===== src/rtl/axi_pkg.sv =====
// Shared AXI4 constants and FSM state types for cache_axi_master and its write path.
package axi_pkg;

  localparam logic [1:0] AXI_BURST_INCR = 2'b01;
  localparam logic [2:0] AXI_SIZE_4B    = 3'b010;

  localparam logic [1:0] OKAY   = 2'b00;
  localparam logic [1:0] EXOKAY = 2'b01;
  localparam logic [1:0] SLVERR = 2'b10;
  localparam logic [1:0] DECERR = 2'b11;

  typedef enum logic [1:0] {R_IDLE, R_ADDR, R_DATA} rd_state_t;
  typedef enum logic [1:0] {W_IDLE, W_ADDR, W_DATA, W_RESP} wr_state_t;

  // Any response other than OKAY counts as an error, including EXOKAY.
  function automatic logic resp_err(input logic [1:0] r);
    return (r != OKAY) && (r inside {EXOKAY, SLVERR, DECERR});
  endfunction

endpackage


===== src/rtl/cache_axi_master_wr.sv =====
// Write path of cache_axi_master: AW issue, W beats with a beat counter, then B wait.
module cache_axi_master_wr
  import axi_pkg::*;
#(
  parameter int ID_W  = 4,
  parameter int WR_ID = 1
) (
  input  logic            clk,
  input  logic            rst,
  input  logic            ce_i,
  input  logic            wen_i,
  input  logic [31:0]     waddr_i,
  input  logic [7:0]      wlen_i,
  input  logic [3:0]      wsel_i,
  input  logic [31:0]     wdata_i,
  output logic            wdata_resp_o,
  output logic [ID_W-1:0] m_awid,
  output logic [31:0]     m_awaddr,
  output logic [7:0]      m_awlen,
  output logic [2:0]      m_awsize,
  output logic [1:0]      m_awburst,
  output logic            m_awvalid,
  input  logic            m_awready,
  output logic [31:0]     m_wdata,
  output logic [3:0]      m_wstrb,
  output logic            m_wlast,
  output logic            m_wvalid,
  input  logic            m_wready,
  input  logic            m_bvalid,
  output logic            m_bready,
  output logic [1:0]      wr_state_o
);

  wr_state_t   state, state_nx;
  logic [31:0] awaddr;
  logic [7:0]  awlen;
  logic [3:0]  wstrb;
  logic [7:0]  beat_cnt;
  logic        guard;
  logic        start;
  logic        b_done;
  logic        w_hs;

  assign m_awid     = ID_W'(WR_ID);
  assign m_awaddr   = awaddr;
  assign m_awlen    = awlen;
  assign m_awsize   = AXI_SIZE_4B;
  assign m_awburst  = AXI_BURST_INCR;
  assign m_wdata    = wdata_i;
  assign m_wstrb    = wstrb;
  assign m_wlast    = (state == W_DATA) && (beat_cnt == awlen);
  assign w_hs       = m_wvalid & m_wready;
  assign wr_state_o = state;

  always_ff @(posedge clk or negedge rst) begin
    if (!rst) begin
      state    <= W_IDLE;
      awaddr   <= '0;
      awlen    <= '0;
      wstrb    <= '0;
      beat_cnt <= '0;
      guard    <= 1'b0;
    end else begin
      state <= state_nx;
      guard <= b_done;
      if (start) begin
        awaddr   <= waddr_i;
        awlen    <= wlen_i;
        wstrb    <= wsel_i;
        beat_cnt <= '0;
      end else if (w_hs && !m_wlast) begin
        beat_cnt <= beat_cnt + 8'd1;
      end
    end
  end

  // The last W beat does not pulse upstream; that pulse is deferred until B arrives.
  always_comb begin
    state_nx     = state;
    start        = 1'b0;
    b_done       = 1'b0;
    m_awvalid    = 1'b0;
    m_wvalid     = 1'b0;
    m_bready     = 1'b0;
    wdata_resp_o = 1'b0;
    case (state)
      W_IDLE: begin
        if (ce_i && wen_i && !guard) begin
          start    = 1'b1;
          state_nx = W_ADDR;
        end
      end
      W_ADDR: begin
        m_awvalid = 1'b1;
        if (m_awready) state_nx = W_DATA;
      end
      W_DATA: begin
        m_wvalid = 1'b1;
        if (m_wready) begin
          if (m_wlast) state_nx = W_RESP;
          else         wdata_resp_o = 1'b1;
        end
      end
      W_RESP: begin
        m_bready = 1'b1;
        if (m_bvalid) begin
          wdata_resp_o = 1'b1;
          b_done       = 1'b1;
          state_nx     = W_IDLE;
        end
      end
      default: state_nx = W_IDLE;
    endcase
  end

endmodule


===== src/rtl/cache_axi_master.sv =====
// Bridges the cache arbiter's per-word bus onto AXI4 AR/R/AW/W/B; read and write run independently.
// Optional sticky error capture on R/B responses is enabled by defining AXI_ERR_CAPTURE_EN.
module cache_axi_master
  import axi_pkg::*;
#(
  parameter int ID_W  = 4,
  parameter int RD_ID = 0,
  parameter int WR_ID = 1
) (
  input  logic            clk,
  input  logic            rst,
  input  logic            ce_i,
  input  logic            ren_i,
  input  logic [31:0]     raddr_i,
  input  logic [7:0]      rlen_i,
  input  logic            rready_i,
  output logic [31:0]     rdata_o,
  output logic            rdata_valid_o,
  input  logic            wen_i,
  input  logic [31:0]     waddr_i,
  input  logic [7:0]      wlen_i,
  input  logic [3:0]      wsel_i,
  input  logic [31:0]     wdata_i,
  output logic            wdata_resp_o,
`ifdef AXI_ERR_CAPTURE_EN
  output logic            err_o,
  output logic [31:0]     err_addr_o,
`endif
  output logic [ID_W-1:0] m_arid,
  output logic [31:0]     m_araddr,
  output logic [7:0]      m_arlen,
  output logic [2:0]      m_arsize,
  output logic [1:0]      m_arburst,
  output logic            m_arvalid,
  input  logic            m_arready,
  input  logic [ID_W-1:0] m_rid,
  input  logic [31:0]     m_rdata,
  input  logic [1:0]      m_rresp,
  input  logic            m_rlast,
  input  logic            m_rvalid,
  output logic            m_rready,
  output logic [ID_W-1:0] m_awid,
  output logic [31:0]     m_awaddr,
  output logic [7:0]      m_awlen,
  output logic [2:0]      m_awsize,
  output logic [1:0]      m_awburst,
  output logic            m_awvalid,
  input  logic            m_awready,
  output logic [31:0]     m_wdata,
  output logic [3:0]      m_wstrb,
  output logic            m_wlast,
  output logic            m_wvalid,
  input  logic            m_wready,
  input  logic [ID_W-1:0] m_bid,
  input  logic [1:0]      m_bresp,
  input  logic            m_bvalid,
  output logic            m_bready,
  output logic [1:0]      rd_state_o,
  output logic [1:0]      wr_state_o
);

  // Handshakes: a transfer happens on the rising edge where valid & ready are both high;
  // a valid, once raised, holds its payload stable until that edge.

  rd_state_t   rd_state, rd_nx;
  logic [31:0] araddr;
  logic [7:0]  arlen;
  logic        rd_guard;
  logic        rd_start;
  logic        rd_beat;
  logic        rd_done;

  assign m_arid        = ID_W'(RD_ID);
  assign m_araddr      = araddr;
  assign m_arlen       = arlen;
  assign m_arsize      = AXI_SIZE_4B;
  assign m_arburst     = AXI_BURST_INCR;
  assign m_arvalid     = (rd_state == R_ADDR);
  assign m_rready      = (rd_state == R_DATA) & rready_i;
  assign rd_beat       = (rd_state == R_DATA) & m_rvalid & rready_i;
  assign rd_done       = rd_beat & m_rlast;
  assign rdata_o       = m_rdata;
  assign rdata_valid_o = rd_beat;
  assign rd_state_o    = rd_state;

  // rd_guard blocks re-issue in the cycle after rlast while upstream drops ren_i.
  always_ff @(posedge clk or negedge rst) begin
    if (!rst) begin
      rd_state <= R_IDLE;
      araddr   <= '0;
      arlen    <= '0;
      rd_guard <= 1'b0;
    end else begin
      rd_state <= rd_nx;
      rd_guard <= rd_done;
      if (rd_start) begin
        araddr <= raddr_i;
        arlen  <= rlen_i;
      end
    end
  end

  always_comb begin
    rd_nx    = rd_state;
    rd_start = 1'b0;
    case (rd_state)
      R_IDLE: begin
        if (ce_i && ren_i && !rd_guard) begin
          rd_start = 1'b1;
          rd_nx    = R_ADDR;
        end
      end
      R_ADDR:  if (m_arready) rd_nx = R_DATA;
      R_DATA:  if (rd_done)   rd_nx = R_IDLE;
      default: rd_nx = R_IDLE;
    endcase
  end

  cache_axi_master_wr #(.ID_W(ID_W), .WR_ID(WR_ID)) u_wr (
    .clk          (clk),
    .rst          (rst),
    .ce_i         (ce_i),
    .wen_i        (wen_i),
    .waddr_i      (waddr_i),
    .wlen_i       (wlen_i),
    .wsel_i       (wsel_i),
    .wdata_i      (wdata_i),
    .wdata_resp_o (wdata_resp_o),
    .m_awid       (m_awid),
    .m_awaddr     (m_awaddr),
    .m_awlen      (m_awlen),
    .m_awsize     (m_awsize),
    .m_awburst    (m_awburst),
    .m_awvalid    (m_awvalid),
    .m_awready    (m_awready),
    .m_wdata      (m_wdata),
    .m_wstrb      (m_wstrb),
    .m_wlast      (m_wlast),
    .m_wvalid     (m_wvalid),
    .m_wready     (m_wready),
    .m_bvalid     (m_bvalid),
    .m_bready     (m_bready),
    .wr_state_o   (wr_state_o)
  );

  logic unused_in;

`ifdef AXI_ERR_CAPTURE_EN
  assign unused_in = ^{m_rid, m_bid};

  // First bad response wins; later errors leave the recorded address untouched.
  always_ff @(posedge clk or negedge rst) begin
    if (!rst) begin
      err_o      <= 1'b0;
      err_addr_o <= '0;
    end else if (!err_o) begin
      if (rd_beat && resp_err(m_rresp)) begin
        err_o      <= 1'b1;
        err_addr_o <= araddr;
      end else if (m_bvalid && m_bready && resp_err(m_bresp)) begin
        err_o      <= 1'b1;
        err_addr_o <= m_awaddr;
      end
    end
  end
`else
  assign unused_in = ^{m_rid, m_bid, m_rresp, m_bresp};
`endif

endmodule


===== config.mk =====
export PLATFORM = sky130hd
export DESIGN_NAME = cache_axi_master
export DESIGN_NICKNAME = d
export VERILOG_FILES = /design/src/rtl/axi_pkg.sv /design/src/rtl/cache_axi_master_wr.sv /design/src/rtl/cache_axi_master.sv
export SDC_FILE = /design/constraint.sdc
export NUM_CORES = 1
export LEC_CHECK = 0
export BUFFER_PORTS_ARGS = -buffer_cell sky130_fd_sc_hd__buf_4
export CAP_MARGIN = 20
export CORE_AREA = 2 2 137 139
export DETAILED_ROUTE_END_ITERATION = 10
export DIE_AREA = 0 0 139 141
export SLEW_MARGIN = 30
export SYNTH_ARGS = -nofsm -noshare
export SYNTH_HDL_FRONTEND = slang
export SYNTH_SLANG_ARGS = --single-unit

===== constraint.sdc =====
create_clock -name clk -period 1.79 [get_ports clk]
set_input_delay 0.179 -clock clk [delete_from_list [all_inputs] [get_ports clk]]
set_output_delay 0.179 -clock clk [all_outputs]
set_load 0.005 [all_outputs]

Word level (Yosys, flattened, before mapping). Index checks and enable logic that the tools add are counted.

Flip-flop bits (word level): 98. Output and inout port bits: 178.

$add $sub $neg: 1. Eq/ne operators: 14. Mux-type cells: 24. Bitwise operators: 5. Reduce and logical (&&, ||, !) cells: 14.

Operators with widths (count): 2-bit two-way mux (8); 8-bit two-way mux (2); 1-bit two-way mux (11); 2-bit inequality test (second input constant) (5); 8-bit by 1-bit adder with 8-bit output (second input constant) (1); 8-bit == test (1); 2-bit case mux with 4 select lines (1); 2-bit == test (second input constant) (3); 1-bit logical AND (6); 2-bit by 1-bit inequality test with 1-bit output (second input constant) (3); 2-bit case mux with 3 select lines (1); 1-bit bitwise AND (5); 5-bit AND reduction (1); 2-bit by 1-bit == test with 1-bit output (second input constant) (2); 2-bit logical NOT (2); 1-bit logical NOT (3); 3-bit AND reduction (1); 1-bit case mux with 2 select lines (1); 2-bit nonzero test (1).

Depth between registers and ports, before layout. Gate-level depths: netlist of the first run.

Depth in word-level cells: 6. Gate-level depth with buffers: 7. Gate-level depth less buffers: 6.

Cells and area by module. A second synthesis of the first run with hierarchy kept.

Cell total of the unflattened synthesis: 368. Area, all modules: 4849.7 um^2.

Modules (own cells, without submodules): cache_axi_master_wr (times used 1, cells an instance 227, area an instance 2846.5 um^2, seq. area each 1376.3 um^2); cache_axi_master (times used 1, cells an instance 141, area an instance 2003.2 um^2, seq. area each 1076.0 um^2).

Worst setup path after synthesis of the first run. Ideal clock, no wire load.

Kind: reg2reg. Start point: register u_wr.state[0] (netlist: u_wr.wr_state_o[0]). End point: register u_wr.state[1] (netlist: u_wr.wr_state_o[1]). Setup time: 0.128 ns. Arrival time: 1.648 ns. Slack: 0.014 ns. Stages on the path, launching flop included: 7. Cells stage by stage: dfrtp_1 > inv_1 > ha_1 > a222oi_1 > nand2_1 > a21oi_2 > mux2_1.

Longest elaborated chain between the ends: 4. Elaborated cells between the ends (all ways): 12.

RTL lines: start: declaration (line cache_axi_master_wr.sv:34) `wr_state_t state, state_nx;`; start signal: assignment (line cache_axi_master_wr.sv:64) `state <= state_nx;`; 2-bit == test (line cache_axi_master_wr.sv:51, cache_axi_master_wr.sv:86); 1-bit logical AND (line cache_axi_master_wr.sv:51) `assign m_wlast = (state == W_DATA) && (beat_cnt == awlen);`; 2-bit by 1-bit inequality test with 1-bit output (no source line); 5-bit AND reduction (no source line).

Parallel ways exist; a longest one is shown, timed or not. A chain may end at the register's enable or synchronous reset.

Worst setup path in the final report of the first run.
Start point: register u_wr.beat_cnt[4]. End point: output wdata_resp_o.

Longest elaborated chain between the ends: 5.

RTL lines: start: declaration (line cache_axi_master_wr.sv:38) `logic [7:0] beat_cnt;`; start signal: assignment (line cache_axi_master_wr.sv:72) `beat_cnt <= beat_cnt + 8'd1;`; 8-bit == test (line cache_axi_master_wr.sv:51); 1-bit logical AND (line cache_axi_master_wr.sv:51); 1-bit two-way mux (line cache_axi_master_wr.sv:100) `if (m_wlast) state_nx = W_RESP;`; 1-bit two-way mux (line cache_axi_master_wr.sv:99) `if (m_wready) begin`; 1-bit case mux with 2 select lines (line cache_axi_master_wr.sv:86) `case (state)`; end: declaration (line cache_axi_master.sv:24) `output logic wdata_resp_o,`.

No other way between the ends.

==> impl_metrics.json, run 1 <==
{
  "rr_startpoint": "u_wr.beat_cnt[4]$_DFFE_PN0P_",
  "die-width_um": 139,
  "gp_routability_congestion": 0.726,
  "core.rowCount": 50,
  "ys.warnings.count": 0,
  "synth-compound-area-share_pct": 2.67,
  "clock-root-buffer": "sky130_fd_sc_hd__clkbuf_16",
  "timing_worst_setup_path_type": "register to primary output",
  "clk_pin_slew_worst_paths_ps": 80,
  "power.leakage_nw": 3.38,
  "outcome": "complete, but fails checks",
  "netlist-cell-type-count": 34,
  "num_io_pins": 350,
  "finalWirelength_um": 11600,
  "path_delay_family": "simple AND/OR/NAND/NOR gates",
  "yosys_register_bits": 98,
  "max-vdd-ir-drop_mv": 0.574,
  "critical_path.cell_chain": "xor2_2 > nor4_4 > a21oi_2 > or2_1 > buf_4",
  "timing.fmax_mhz": 514,
  "fin_total_pwr_mw": 9.92,
  "portion_of_netlist_area_occupied_by_mux_cells_pct": 10.2,
  "postSynthCellCount": 446,
  "grtUsageTotal_pct": 11.9,
  "post-synth-top-area-fraction_pct": 52.9,
  "crit_fanout": 2,
  "min_delay_path_depth": 2,
  "holdCritStartpoint": "m_arready",
  "adder_cell_fraction_of_synth_area_pct": 1.35,
  "antenna_cells_inserted": 0,
  "yosys.area_share.simple_pct": 15.4,
  "finalNonFillerCells": 848,
  "critical-path-max-stage-delay_ps": 410,
  "yosysSeqAreaShare_pct": 52.9,
  "vias": 3462,
  "first_global_vias": 3494,
  "worst_path_arrival_time_ps": 1760,
  "share_of_final_layout_standard_cells_stronger_than_drive_strength_1_pct": 41.9,
  "setup_viol_count_final": 8,
  "timing.final.crit_period_ps": 1940,
  "drv_slew": 0,
  "clock-skew-final_ps": 9.33,
  "grt_setup_unrepaired": "true",
  "routed_via_density": 4.08,
  "antenna_left": 0,
  "failing_checks": "setup timing",
  "worstHoldPathType": "input pin to register",
  "synth_top_family_by_area": "simple AND/OR/NAND/NOR gates",
  "area_delta_synth_final_pct": 41.1,
  "port-buffer-count": 191,
  "starting_density_of_the_core_pct": 25.4,
  "final_nets": 786,
  "finalHoldViolations": 0,
  "register_cell_area_after_layout_mm2": 0.00245,
  "final_util_pct": 35.8,
  "synth-xor-area-share_pct": 2.27,
  "sum_of_buffers_and_inverters_on_the_critical_path": 1,
  "cts-buffers-inserted": 9,
  "slowest_stage_cell_cp": "sky130_fd_sc_hd__dfrtp_1",
  "drtPass1Iterations": 4,
  "clockBufferDepth": 2,
  "grt_overflow": 0,
  "clock_latency_ps": 350,
  "rr_endpoint": "u_wr.wr_state_o[1]$_DFFE_PN0P_",
  "drc": 0,
  "max-cap-violations": 0,
  "die_height_um": 141,
  "post_synth_instance_area_mm2": 0.00463,
  "grt_pass1_wl_um": 18300,
  "placed_cells_incl_taps": 809,
  "multi_input_area_mm2": 0.00163,
  "die_outline_area_mm2": 0.0196,
  "maximum_number_of_pins_on_one_net_before_global_route_repair": 60,
  "h-tree-depth": 3,
  "postSynthAreaPerCell_um2": 10.4,
  "nature_of_the_critical_path_startpoint": "register",
  "worst_hold_path.endpoint": "rd_state_o[0]$_DFFE_PN0P_",
  "number_of_antenna_violations_at_the_first_check_in_global_routing": 0,
  "post_drt_wl_per_cell_um": 13.7,
  "cts_tree": "built",
  "timing.critical_path.to_type": "primary output",
  "layout_setup_ws_ps": -154,
  "synth_area_leaders": "sky130_fd_sc_hd__dfrtp_1 (53%), sky130_fd_sc_hd__buf_4 (13%), sky130_fd_sc_hd__nand2_1 (11%)",
  "synth_enable_flop_cells": 0,
  "cts_num_sinks": 98,
  "required_ps": 1610,
  "reg2reg_slack_ps": -70,
  "dp_hpwl_um": 8340,
  "final.period_utilization_pct": 109,
  "dr.first_iter.drc_count": 128,
  "yosys_most_used_dff": "sky130_fd_sc_hd__dfrtp_1",
  "nFillCells": 1914,
  "rr_worst_depth": 7,
  "pwr_density_cell_mw_per_mm2": 1520,
  "async_reset_ff_share_pct": 100,
  "post-synth-top-area-cell": "sky130_fd_sc_hd__dfrtp_1",
  "floorplan.core_area_mm2": 0.0183
}
## area by class of cell
class                           count  share of cell area (%)
Clock buffer                       11                    3.71
Clock inverter                      5                   0.651
Inverter                            8                   0.459
Multi-Input combinational cell    260                    24.9
Sequential cell                    98                    37.5
Tap cell                          234                    4.48
Timing Repair Buffer              232                    28.3
## kinds of logic (layout without fill, tap and decap cells)
| group | after synthesis | in the layout |
|---|---|---|
| compound gates | 15 | 15 |
| buf+inv | 104 | 256 |
| fa+ha+maj | 5 | 5 |
| xor+xnor | 12 | 12 |
| flops | 98 | 98 |
| mux | 42 | 42 |
| simple gates | 168 | 168 |
| other cells | 2 | 18 |
## worst reg2reg max path, stage by stage (launching register included)
cell	delay, ps
sky130_fd_sc_hd__dfrtp_1	410
sky130_fd_sc_hd__xor2_2	200
sky130_fd_sc_hd__nor4_4	350
sky130_fd_sc_hd__buf_4	190
sky130_fd_sc_hd__buf_6	90
sky130_fd_sc_hd__nand2_2	50
sky130_fd_sc_hd__a21oi_4	140
sky130_fd_sc_hd__mux2_4	310
## sequential cells by signal (all words and copies together) (netlist names)
| name | flops |
|---|---|
| m_arlen | 8 |
| rd_state_o | 2 |
| u_wr.m_wstrb | 4 |
| rd_guard | 1 |
| u_wr.guard | 1 |
| m_araddr | 32 |
| u_wr.wr_state_o | 2 |
| u_wr.m_awlen | 8 |
| u_wr.beat_cnt | 8 |
| u_wr.m_awaddr | 32 |
## layout by cell type (no fill, tap or decap), types with 4 or more instances in the layout
cell type	instances
sky130_fd_sc_hd__xor2_1	5
sky130_fd_sc_hd__clkbuf_16	9
sky130_fd_sc_hd__inv_6	4
sky130_fd_sc_hd__nor2_1	7
sky130_fd_sc_hd__nand2_1	140
sky130_fd_sc_hd__mux2_1	40
sky130_fd_sc_hd__nand3_1	4
sky130_fd_sc_hd__xnor2_1	4
sky130_fd_sc_hd__buf_12	6
sky130_fd_sc_hd__inv_1	7
sky130_fd_sc_hd__buf_4	214
sky130_fd_sc_hd__dlygate4sd3_1	10
sky130_fd_sc_hd__dfrtp_1	97
sky130_fd_sc_hd__conb_1	18
## repair_timing
action	in CTS	in global routing
resized for setup	9	8
endpoints found under the setup margin	3	10
buffers inserted	10	3
pin swaps	5	3
hold buffers	10	0
hold endpoints to repair	107	0
## layer usage
metal | vias up | GRT usage [%] | part of all wire [%] | routed length [µm]
met3 | 20 | 4.45 | 7.5 | 865
li1 | 1640 | - | - | -
met1 | 1675 | 14.7 | 43 | 5000
met4 | 0 | 5.69 | 2.6 | 297
met5 | - | 0 | 0 | 0
met2 | 127 | 18.5 | 47 | 5430
## worst max-delay path by stage
| stage | startpoint | cells after the start | slack (ps) | endpoint |
|---|---|---|---|---|
| 3_5_place_dp | u_wr.wr_state_o[0]$_DFFE_PN0P_ | 6 | 1 | u_wr.wr_state_o[1]$_DFFE_PN0P_ |
| 4_1_cts | u_wr.beat_cnt[3]$_DFFE_PN0P_ | 6 | -180 | wdata_resp_o |
| 6_report | u_wr.beat_cnt[4]$_DFFE_PN0P_ | 5 | -150 | wdata_resp_o |
| 5_1_grt | u_wr.m_awlen[2]$_DFFE_PN0P_ | 5 | -250 | wdata_resp_o |
| 2_1_floorplan | u_wr.wr_state_o[0]$_DFFE_PN0P_ | 6 | 10 | u_wr.wr_state_o[1]$_DFFE_PN0P_ |
| 3_3_place_gp | u_wr.wr_state_o[0]$_DFFE_PN0P_ | 6 | 8 | u_wr.wr_state_o[1]$_DFFE_PN0P_ |
## cell usage after synthesis (all sizes together) (4+ instances only)
cell,instances
ha,5
mux2,41
buf,86
nand3,4
inv,8
xnor2,4
dfrtp,98
clkbuf,10
a21oi,4
xor2,8
nand2,142
nor2,7
## report_power, final
group | leakage (nW) | internal (mW) | total, mW | switching, mW
registers | 1.21 | 3.22 | 3.81 | 0.595
clock network | 0.138 | 1.00 | 1.90 | 0.894
logic | 2.04 | 2.50 | 4.21 | 1.71
## stage by stage
step / instance area (µm²) / hold slack, ps / worst slack, ps / setup TNS (ps)
global route: 6540 / 1.95 / -249 / -1370
detailed placement: 5970 / -8.08 / 0.951 / 0
floorplan: 4690 / -117 / 14.4 / 0
CTS: 6480 / 0.228 / -177 / -537
finish: 6540 / 18.4 / -154 / -558
global placement: 5970 / -6.27 / 8.13 / 0
No activity file was read; power rests on OpenSTA's default activity.
==> run 2: changes to the inputs <==
REMOVE_ABC_BUFFERS = 1   (was not set)
clock period = 1.65 ns   (was 1.79 ns; I/O delays follow)
==> impl_metrics.json, run 2 (synthesis results as in run 1) <==
{
  "outcome": "complete, but fails checks",
  "post_drt_wl_per_cell_um": 20.1,
  "routed_via_density": 4.26,
  "die_outline_area_mm2": 0.0196,
  "drtPass1Iterations": 5,
  "failing_checks": "setup timing",
  "post-route-cell-area_mm2": 0.00709,
  "clock-skew-final_ps": 6.49,
  "multi_input_area_mm2": 0.00166,
  "port-buffer-count": 191,
  "cts_num_sinks": 98,
  "number_of_antenna_violations_at_the_first_check_in_global_routing": 0,
  "die-width_um": 139,
  "dp_hpwl_um": 13200,
  "timing.final.crit_period_ps": 1950,
  "gp_routability_congestion": 0.723,
  "clock-root-buffer": "sky130_fd_sc_hd__clkbuf_16",
  "cts-buffers-inserted": 9,
  "worst_path_arrival_time_ps": 1780,
  "worst_slew_margin_rel_pct": 63.3,
  "max-vdd-ir-drop_mv": 0.801,
  "dr.first_iter.drc_count": 134,
  "vias": 3795,
  "finalHoldViolations": 0,
  "first_global_vias": 3671,
  "sw_frac_of_total_pct": 30.6,
  "num_io_pins": 350,
  "most-common-layout-cells": "sky130_fd_sc_hd__buf_4 (225), sky130_fd_sc_hd__nand2_1 (139), sky130_fd_sc_hd__dfrtp_1 (98)",
  "pwr-share-seq_pct": 34.6,
  "nature_of_the_critical_path_startpoint": "register",
  "commonest_non_fill_non_tap_cell_in_the_layout": "sky130_fd_sc_hd__buf_4",
  "power.leakage_nw": 3.65,
  "worst-slew-pin-transition_ps": 550,
  "finalWirelength_um": 17900,
  "core.rowCount": 50,
  "fin_total_pwr_mw": 11.9,
  "starting_density_of_the_core_pct": 25.4,
  "layout_setup_ws_ps": -299,
  "drc": 0,
  "share_of_final_layout_standard_cells_stronger_than_drive_strength_1_pct": 42.2,
  "clk_pin_slew_worst_paths_ps": 70,
  "pwr_density_cell_mw_per_mm2": 1670,
  "setup_viol_count_final": 10,
  "nFillCells": 1780,
  "power.share.combinational_pct": 43.5,
  "register_cell_area_after_layout_mm2": 0.00245,
  "clock_latency_ps": 340,
  "netSwitchingPower_mw": 3.63,
  "final_nets": 829,
  "grt_setup_unrepaired": "true",
  "grt_overflow": 0,
  "timing.fmax_mhz": 513,
  "timing_worst_setup_path_type": "register to primary output",
  "drv_slew": 0,
  "crit_fanout": 2,
  "maximum_number_of_pins_on_one_net_before_global_route_repair": 99,
  "cell_internal_pwr_mw": 8.24,
  "timing.critical_path.to_type": "primary output",
  "final.period_utilization_pct": 118,
  "required_ps": 1480,
  "die_height_um": 141,
  "placed_cell_area_mm2": 0.00607,
  "grtUsageTotal_pct": 17.8,
  "power.clock.fraction_pct": 21.9,
  "grt_pass1_wl_um": 25000,
  "floorplan.core_area_mm2": 0.0183,
  "antenna_left": 0,
  "h-tree-depth": 3,
  "clockBufferDepth": 2,
  "area_delta_synth_final_pct": 53.0,
  "max-cap-violations": 0,
  "antenna_cells_inserted": 0,
  "worstHoldPathType": "input pin to register",
  "finalHoldWorstSlack_ps": 19.6,
  "cts_tree": "built"
}
[run 2: cell count changes in the layout (fill, tap and decap cells not counted), moves of 2 or more]
| cell | delta |
|---|---|
| sky130_fd_sc_hd__dlygate4sd3_1 | +25 |
| sky130_fd_sc_hd__bufinv_16 | +4 |
| sky130_fd_sc_hd__buf_4 | +11 |
| sky130_fd_sc_hd__buf_6 | +5 |
| sky130_fd_sc_hd__inv_6 | -4 |
| sky130_fd_sc_hd__ha_1 | +2 |
| sky130_fd_sc_hd__clkbuf_16 | +2 |
[run 2: stage by stage]
step	setup TNS, ps	util (%)	std cells	setup WS, ps
4_1_cts	-1510	38.0	884	-321
2_1_floorplan	-123150	-	366	-2170
3_5_place_dp	-452	33.2	826	-137
5_1_grt	-2710	38.8	891	-416
3_3_place_gp	-283	33.2	826	-118
6_report	-1730	38.8	891	-299
[run 2: layout make-up]
class / count / share of cell area, %
Sequential cell: 98 / 34.6
Timing Repair Buffer: 275 / 32.3
Multi-Input combinational cell: 260 / 23.4
Tap cell: 234 / 4.13
Clock buffer: 11 / 3.42
Clock inverter: 5 / 1.76
Inverter: 8 / 0.424
[run 2: what timing repair did]
action / CTS / global route
gates resized for setup: 15 / 16
pin swaps: 12 / 8
hold endpoints to repair: 132 / 0
setup buffers: 7 / 5
cloned: 0 / 2
hold buffers: 35 / 0
endpoints found under the setup margin: 9 / 94
[run 2: critical path, stage by stage (launching register included)]
cell and delay, ps:
sky130_fd_sc_hd__dfrtp_1 410, sky130_fd_sc_hd__xor2_2 200, sky130_fd_sc_hd__nor4_4 370, sky130_fd_sc_hd__buf_4 180
sky130_fd_sc_hd__and3_4 180, sky130_fd_sc_hd__buf_4 100
[run 2: path summary, 6_finish.rpt]
path / start / endpoint / slack [ps] / cells after the start
worst min register to register: u_wr.m_awaddr[28]$_DFFE_PN0P_ / u_wr.m_awaddr[28]$_DFFE_PN0P_ / 480 / 2
min in group asynchronous: rst / m_arlen[6]$_DFFE_PN0P_ / 410 / 3
worst max register to register: u_wr.beat_cnt[3]$_DFFE_PN0P_ / u_wr.wr_state_o[1]$_DFFE_PN0P_ / -270 / 7
worst max-delay path: u_wr.beat_cnt[3]$_DFFE_PN0P_ / m_wlast / -300 / 5
worst min-delay path: waddr_i[0] / u_wr.m_awaddr[0]$_DFFE_PN0P_ / 20 / 3
max in group asynchronous: rst / u_wr.wr_state_o[1]$_DFFE_PN0P_ / 810 / 3
[run 2: per-layer routing]
layer	global-route usage (%)	share of wire, %	vias up
met5	7.52	0.90	-
met4	4.47	1.1	4
met3	16.8	21	21
met2	24.1	41	317
met1	19.4	36	1723
li1	-	-	1730
[run 2: power groups by stage]
stage | Combinational, mW | Clock (mW) | Sequential, mW
after floorplan | 1.55 | 0 | 4.21
after global placement | 4.48 | 0 | 4.09
after detailed placement | 4.54 | 0 | 4.12
after CTS | 4.95 | 2.69 | 4.12
after global routing | 5.63 | 2.79 | 4.26
final | 5.16 | 2.60 | 4.11
==> run 3: changes to the inputs <==
CELL_PAD_IN_SITES_DETAIL_PLACEMENT = 2   (was not set)
CELL_PAD_IN_SITES_GLOBAL_PLACEMENT = 2   (was not set)
CORE_AREA = not set   (was 2 2 137 139)
CORE_MARGIN = 5   (was not set)
CORE_UTILIZATION = 19   (was not set)
DIE_AREA = not set   (was 0 0 139 141)
PLACE_DENSITY_LB_ADDON = 0.1   (was not set)
==> impl_metrics.json, run 3 (synthesis results as in run 1) <==
{
  "finalHoldWorstSlack_ps": 20.3,
  "clock-skew-final_ps": 9.08,
  "power.leakage_nw": 3.67,
  "antenna_left": 0,
  "dp_hpwl_um": 15100,
  "slowest_stage_cell_cp": "sky130_fd_sc_hd__dfrtp_1",
  "share_of_final_layout_standard_cells_stronger_than_drive_strength_1_pct": 44.2,
  "finalHoldViolations": 0,
  "clock_latency_ps": 340,
  "drtPass1Iterations": 4,
  "first_global_vias": 4544,
  "area_delta_synth_final_pct": 57.0,
  "die_outline_area_mm2": 0.0276,
  "setup_total_negative_slack_ps": -1760,
  "fin_total_pwr_mw": 11.8,
  "timing.final.crit_period_ps": 1920,
  "finalWirelength_um": 20100,
  "crit_fanout": 2,
  "setup_viol_count_final": 10,
  "final.period_utilization_pct": 116,
  "worst_path_arrival_time_ps": 1760,
  "placed_cell_area_mm2": 0.00622,
  "max-cap-violations": 0,
  "post-route-cell-area_mm2": 0.00728,
  "die-width_um": 166,
  "max-vdd-ir-drop_mv": 0.394,
  "timing_worst_setup_path_type": "register to primary output",
  "grt_overflow": 0,
  "floorplan.core_area_mm2": 0.0242,
  "drv_slew": 0,
  "grt_pass1_wl_um": 29800,
  "multi_input_area_mm2": 0.00168,
  "h-tree-depth": 3,
  "register_cell_area_after_layout_mm2": 0.00245,
  "die_height_um": 166,
  "worstHoldPathType": "input pin to register",
  "failing_checks": "setup timing",
  "pwr_density_cell_mw_per_mm2": 1630,
  "grt_setup_unrepaired": "true",
  "port-buffer-count": 191,
  "timing.critical_path.to_type": "primary output",
  "nFillCells": 2673,
  "drc": 0,
  "cts-buffers-inserted": 9,
  "clockBufferDepth": 2,
  "starting_density_of_the_core_pct": 19.2,
  "layout_setup_ws_ps": -271,
  "clock-root-buffer": "sky130_fd_sc_hd__clkbuf_16",
  "sum_of_buffers_and_inverters_on_the_critical_path": 1,
  "nature_of_the_critical_path_startpoint": "register",
  "core.rowCount": 57,
  "vias": 3865,
  "required_ps": 1480,
  "gp_routability_congestion": 0.712,
  "cts_num_sinks": 98,
  "maximum_number_of_pins_on_one_net_before_global_route_repair": 53,
  "number_of_antenna_violations_at_the_first_check_in_global_routing": 0,
  "critical_path.cell_chain": "xor2_1 > nor4_4 > a21oi_2 > or2_1 > buf_4",
  "path_delay_family": "simple AND/OR/NAND/NOR gates",
  "final_nets": 841,
  "clk_pin_slew_worst_paths_ps": 70,
  "routed_via_density": 3.89,
  "commonest_non_fill_non_tap_cell_in_the_layout": "sky130_fd_sc_hd__buf_4",
  "post_drt_wl_per_cell_um": 20.3,
  "outcome": "complete, but fails checks",
  "grtUsageTotal_pct": 14.2,
  "timing.fmax_mhz": 521,
  "antenna_cells_inserted": 0,
  "final_util_pct": 30.1,
  "critical-path-max-stage-delay_ps": 390,
  "most-common-layout-cells": "sky130_fd_sc_hd__buf_4 (237), sky130_fd_sc_hd__nand2_1 (137), sky130_fd_sc_hd__dfrtp_1 (96)",
  "cts_tree": "built",
  "dr.first_iter.drc_count": 88,
  "num_io_pins": 350
}
-- run 3: timing repair --
item	CTS	global route
hold buffers	33	0
setup buffers	15	9
setup endpoints to repair	55	65
hold endpoints to repair	48	0
resized for setup	15	24
cloned	2	2
pin swaps	6	8
-- run 3: layout make-up --
class	instances	area share, %
flip-flops and latches	98	33.7
repair buffers	287	33.1
multi-input cells	260	23.0
well taps	324	5.57
clock buffers	11	3.34
clock inverters	5	0.860
inverters	8	0.413
-- run 3: worst paths after layout --
check	to	cells after the start	startpoint	slack (ps)
worst max-delay path	wdata_resp_o	5	u_wr.m_awlen[2]$_DFFE_PN0P_	-270
worst min-delay path	u_wr.m_awlen[6]$_DFFE_PN0P_	3	wlen_i[6]	20
worst max register to register	u_wr.wr_state_o[1]$_DFFE_PN0P_	6	u_wr.wr_state_o[0]$_DFFE_PN0P_	-260
worst min register to register	u_wr.m_wstrb[2]$_DFFE_PN0P_	2	u_wr.m_wstrb[2]$_DFFE_PN0P_	480
max in group asynchronous	m_araddr[23]$_DFFE_PN0P_	3	rst	740
min in group asynchronous	m_araddr[0]$_DFFE_PN0P_	2	rst	230
-- run 3: stage by stage --
step | cells | worst slack, ps
6_report | 993 | -271
5_1_grt | 993 | -355
4_1_cts | 984 | -322
3_5_place_dp | 918 | -227
3_3_place_gp | 918 | -106
2_1_floorplan | 366 | -2170
-- run 3: worst register-to-register path, cell delays in order (launching register included) --
cell	delay (ps)
sky130_fd_sc_hd__dfrtp_2	440
sky130_fd_sc_hd__buf_6	130
sky130_fd_sc_hd__ha_4	150
sky130_fd_sc_hd__a222oi_1	400
sky130_fd_sc_hd__nand2_1	190
sky130_fd_sc_hd__a21oi_4	180
sky130_fd_sc_hd__mux2_4	310
-- run 3: report_power, final --
group | switching, mW | internal [mW]
Clock | 0.993 | 1.23
Sequential | 0.632 | 3.49
Combinational | 2.28 | 3.22
Total | 3.90 | 7.94
-- run 3: metal layers --
| metal | global-route usage (%) | vias up | wire [µm] |
|---|---|---|---|
| li1 | - | 1745 | - |
| met3 | 10.9 | 15 | 3040 |
| met2 | 19.1 | 253 | 7960 |
| met5 | 5.57 | - | 201 |
| met4 | 3.19 | 6 | 182 |
| met1 | 17.6 | 1846 | 8750 |
